## src/rtl/alu_instr_sequencer.sv

```systemverilog
// Hardwired fetch/execute control unit for three-register ALU instructions.
// Moore outputs decode the state register and the IR fields fed back from the datapath.
module alu_instr_sequencer #(
  parameter int unsigned READ_WAIT   = 0,
  parameter int unsigned NUM_ALU_OPS = 11
) (
  input  logic        clock,
  input  logic        clear,
  input  logic        run,
  input  logic        start,
  input  logic [31:0] IR,
  output logic        PCout,
  output logic        MARin,
  output logic        IncPC,
  output logic        PCin,
  output logic        Read,
  output logic        MDRin,
  output logic        MDRout,
  output logic        IRin,
  output logic        Yin,
  output logic        Zlowin,
  output logic        Zlowout,
  output logic [15:0] Rin,
  output logic [15:0] Rout,
  output logic [3:0]  ALUop,
  output logic        busy,
  output logic        done,
  output logic        illegal,
  output logic        halted
);

  localparam logic [2:0] S_IDLE   = 3'd0;
  localparam logic [2:0] S_T0     = 3'd1;
  localparam logic [2:0] S_T1     = 3'd2;
  localparam logic [2:0] S_T2     = 3'd3;
  localparam logic [2:0] S_T3     = 3'd4;
  localparam logic [2:0] S_T4     = 3'd5;
  localparam logic [2:0] S_T5     = 3'd6;
  localparam logic [2:0] S_HALTED = 3'd7;

  localparam logic [2:0] WAIT_LAST = 3'(READ_WAIT);
  localparam logic [4:0] OP_HALT   = 5'd31;

  logic [2:0] state_q, state_d;
  logic [2:0] wait_q, wait_d;
  logic       illegal_q, illegal_d;

  logic [4:0] opcode;
  logic [3:0] ra, rb, rc;
  logic       op_illegal;

  assign opcode     = IR[31:27];
  assign ra         = IR[26:23];
  assign rb         = IR[22:19];
  assign rc         = IR[18:15];
  assign op_illegal = ({27'd0, opcode} >= 32'(NUM_ALU_OPS)) && (opcode != OP_HALT);

  always_comb begin
    state_d   = state_q;
    wait_d    = wait_q;
    illegal_d = illegal_q;
    case (state_q)
      S_IDLE: begin
        if (start) begin
          state_d   = S_T0;
          illegal_d = 1'b0;
        end
      end
      S_T0: begin
        state_d = S_T1;
        wait_d  = '0;
      end
      // T1 is stretched by READ_WAIT cycles for slow memory
      S_T1: begin
        if (wait_q == WAIT_LAST) begin
          state_d = S_T2;
          wait_d  = '0;
        end else begin
          wait_d = wait_q + 3'd1;
        end
      end
      S_T2: state_d = S_T3;
      S_T3: begin
        if (opcode == OP_HALT) begin
          state_d = S_HALTED;
        end else if (op_illegal) begin
          illegal_d = 1'b1;
          state_d   = run ? S_T0 : S_IDLE;
        end else begin
          state_d = S_T4;
        end
      end
      S_T4:     state_d = S_T5;
      S_T5:     state_d = run ? S_T0 : S_IDLE;
      S_HALTED: state_d = S_HALTED;
      default:  state_d = S_IDLE;
    endcase
  end

  always_ff @(posedge clock) begin
    if (clear) begin
      state_q   <= S_IDLE;
      wait_q    <= '0;
      illegal_q <= 1'b0;
    end else begin
      state_q   <= state_d;
      wait_q    <= wait_d;
      illegal_q <= illegal_d;
    end
  end

  always_comb begin
    PCout   = 1'b0;
    MARin   = 1'b0;
    IncPC   = 1'b0;
    PCin    = 1'b0;
    Read    = 1'b0;
    MDRin   = 1'b0;
    MDRout  = 1'b0;
    IRin    = 1'b0;
    Yin     = 1'b0;
    Zlowin  = 1'b0;
    Zlowout = 1'b0;
    Rin     = '0;
    Rout    = '0;
    ALUop   = '0;
    done    = 1'b0;
    case (state_q)
      S_T0: begin
        PCout  = 1'b1;
        MARin  = 1'b1;
        IncPC  = 1'b1;
        Zlowin = 1'b1;
      end
      // PC is loaded only on the last T1 cycle so it advances once per fetch
      S_T1: begin
        Zlowout = 1'b1;
        Read    = 1'b1;
        MDRin   = 1'b1;
        PCin    = (wait_q == WAIT_LAST);
      end
      S_T2: begin
        MDRout = 1'b1;
        IRin   = 1'b1;
      end
      S_T3: begin
        if ((opcode != OP_HALT) && !op_illegal) begin
          Rout = 16'h0001 << rb;
          Yin  = 1'b1;
        end
      end
      S_T4: begin
        Rout   = 16'h0001 << rc;
        Zlowin = 1'b1;
        ALUop  = opcode[3:0];
      end
      S_T5: begin
        Zlowout = 1'b1;
        Rin     = 16'h0001 << ra;
        done    = 1'b1;
      end
      default: ;
    endcase
  end

  assign busy    = (state_q != S_IDLE) && (state_q != S_HALTED);
  assign halted  = (state_q == S_HALTED);
  assign illegal = illegal_q;

endmodule

```

## config.mk

```make
export PLATFORM = sky130hd
export DESIGN_NAME = alu_instr_sequencer
export DESIGN_NICKNAME = d
export VERILOG_FILES = /design/src/rtl/alu_instr_sequencer.sv
export SDC_FILE = /design/constraint.sdc
export NUM_CORES = 1
export LEC_CHECK = 0
export BUFFER_PORTS_ARGS = -buffer_cell sky130_fd_sc_hd__buf_2
export CORE_ASPECT_RATIO = 1.4
export CORE_MARGIN = 2
export CORE_UTILIZATION = 30
export DETAILED_ROUTE_END_ITERATION = 10
export GPL_TIMING_DRIVEN = 0
export PLACE_DENSITY = 0.63
export SKIP_CTS_REPAIR_TIMING = 1
export SLEW_MARGIN = 25
export SYNTH_ARGS = -nofsm -noshare
export SYNTH_HDL_FRONTEND = slang
export SYNTH_SLANG_ARGS = --single-unit
```

## constraint.sdc

```tcl
create_clock -name clock -period 1.7 [get_ports clock]
set_input_delay 0.255 -clock clock [delete_from_list [all_inputs] [get_ports clock]]
set_output_delay 0.255 -clock clock [all_outputs]
set_load 0.01 [all_outputs]
```

==> reports/metrics.cfg <==
[drt]
ant_nets = 0
route.detailed.drc = 0
dr.first_iter.drc_count = 41
first_pass_iters = 4
routed_wl_mm = 3.71
post_drt_wl_per_cell_um = 13.6
vias = 1422
via_per_inst = 5.23

[grt]
grt_pass1_vias = 1102
grt_overflow = 0
grt_max_degree = 11
gr-usage-all-layers_pct = 15.9
grt_pass1_wl_mm = 4.86
antenna_found_initial = 0

[cts]
cts_made_buffers = 3
clock_path_buffers = 2
cts-root-buf = clkbuf_8
cts_sinks = 7
tritoncts = built
htree_levels = 1
clock_latency_ns = 0.24
clk_pin_slew_ns = 0.05

[finish]
layout.nets = 272
final_common_cell = buf_2
antenna_cells = 0
syn2layout_area_growth_pct = 69.4
layout_common_cells = buf_2, buf_4, nor2_1
final_util_pct = 54.0
drive_gt1_share_pct = 56.7

[worst_setup_path]
worstReg2RegStart = wait_q[0]
worstPathCellList = buf_6 > nand3b_1 > or3_4 > o32ai_2 > buf_2
crit_path_end_kind = primary output
critical_path_class = register to primary output
path_max_fanout = 5
critPathMaxStageDelay_ns = 0.42
required_ns = 1.44
r2r_slack_ns = 0.21
reg2reg_depth = 6
cp.arrival_ns = 1.63
crit_path_start = state_q[0]
cp_slowest_cell = or3_4
start_kind = register
r2r-end = wait_q[2]

[sta]
max-slew-margin-rel_pct = 74.4
skew_ns = 0.00776
setup_slack_ns = -0.186
finalSetupViolCount = 21
fmax_mhz = 530
tightest_slew_ns = 0.384
period_share_pct = 111
slew_violations = 0
fin_crit_ns = 1.89
rsz0062_at_grt = yes
final_hold_viol_count = 0

[logic_synthesis]
yosysWarnings = 0
synth_edf_count = 0
ys.flop_type = dfxtp_1
ys_seq_area_share_pct = 13.9
async_flop_share_pct = 0
syn_avg_cell_area_um2 = 7.03
synth.distinct_cells = 46
syn_area_mm2 = 0.00100
synth-seq-cells = 7
syn_nets = 181
syn_inst = 143

[power_and_ir_drop]
power_density_mw_per_mm2 = 648
power.total_mw = 1.10
peakVddDrop_mv = 0.594
leakage_nw = 0.845

[placed_design]
io_buffers = 71
place_hpwl_mm = 2.51
gp_congestion = 0.746

[floorplanning]
die_h_um = 72.5
io_pins = 87
core_region_area_mm2 = 0.00315
die_area_mm2 = 0.00383
fp-row-count = 24
initial_core_util_pct = 31.9
chipWidth_um = 52.9

[min_path]
hold_path_end = state_q[1]
min_path_type = input pin to register
hold_path_depth = 2
min_from = clear

[job]
cap_viol_max_count = 0

[outcome]
violations = negative setup slack
outcome = complete, but fails checks

Yosys cell counts (all sizes together), types with 2 or more instances:
library cell,number,area [µm²]
a21boi,2,18.8
ha,2,25.0
and3,2,12.5
or3,2,12.5
and2,4,25.0
o31ai,6,45.0
nand2,15,58.8
or2,3,18.8
nand3,4,20.0
nor3,7,35.0
o41ai,4,35.0
nor2b,2,12.5
buf,8,61.3
o21ai,3,15.0
nand2b,11,68.8
dfxtp,7,140
a21oi,3,18.8
o32ai,5,58.8
nor3b,4,45.1
nor2,22,85.1
inv,7,26.3
nand3b,4,30.0
cells by family (layout without fill, tap and decap cells):
logic type | after synthesis | in the layout | synth area share [%]
simple gates | 85 | 85 | 46.7
compound gates | 31 | 31 | 25.9
buf+inv | 16 | 106 | 9.09
xor+xnor | 1 | 1 | 0.872
mux | 1 | 1 | 0.996
fa+ha+maj | 2 | 2 | 2.49
flops | 7 | 7 | 13.9
worst max path at each step:
stage / endpoint / slack [ns] / depth (start not counted)
floorplan: Rout[12] / 0.14 / 5
global placement: Rout[7] / -0.12 / 7
detailed placement: Rout[3] / -0.09 / 7
CTS: Rout[3] / -0.33 / 5
global route: Rout[1] / -0.24 / 5
finish: Rout[1] / -0.19 / 5
sequential cells by signal, indices dropped and copies added, names as in the netlist:
signal,cells
wait_q,3
illegal,1
state_q,3
report_power, final:
part,internal [mW],total [mW],switching (mW)
combinational,0.304,0.618,0.314
clock,0.163,0.248,0.0844
sequential,0.194,0.238,0.0437
total,0.661,1.10,0.442
critical path, delay by kind of cell, from the launching register on:
family	cells	cell delay (ns)
buffers and inverters	2	0.31
AO/OA/AOI/OAI	1	0.12
AND/OR/NAND/NOR	2	0.58
flip-flops	1	0.38
cell type report:
cell class | instances | area, µm²
inverter | 7 | 26.3
clock buffer | 4 | 45.0
fill | 311 | 1450
tap | 39 | 48.8
buffer | 8 | 71.3
multi-input combinational | 120 | 880
timing repair buffer | 87 | 479
sequential | 7 | 151
metal layers:
metal	track usage, %	share of wire (%)	vias up
met5	0	0	-
met4	6.84	2.2	0
met3	1.85	7.4	9
met2	27.6	52	66
met1	19.2	38	651
li1	-	-	696
metrics by stage:
stage / setup WS [ns] / cells / TNS, ns / hold slack [ns] / cell area, µm²
after floorplan: 0.139 / 143 / 0 / 0.324 / 1000
after detailed placement: -0.0934 / 253 / -0.679 / 0.465 / 1410
final: -0.186 / 272 / -2.14 / 0.294 / 1700
after CTS: -0.327 / 257 / -6.04 / 0.297 / 1450
after global routing: -0.242 / 272 / -3.57 / 0.304 / 1700
after global placement: -0.117 / 253 / -0.788 / 0.458 / 1410
Note: power is estimated with default switching activity, not from simulation.
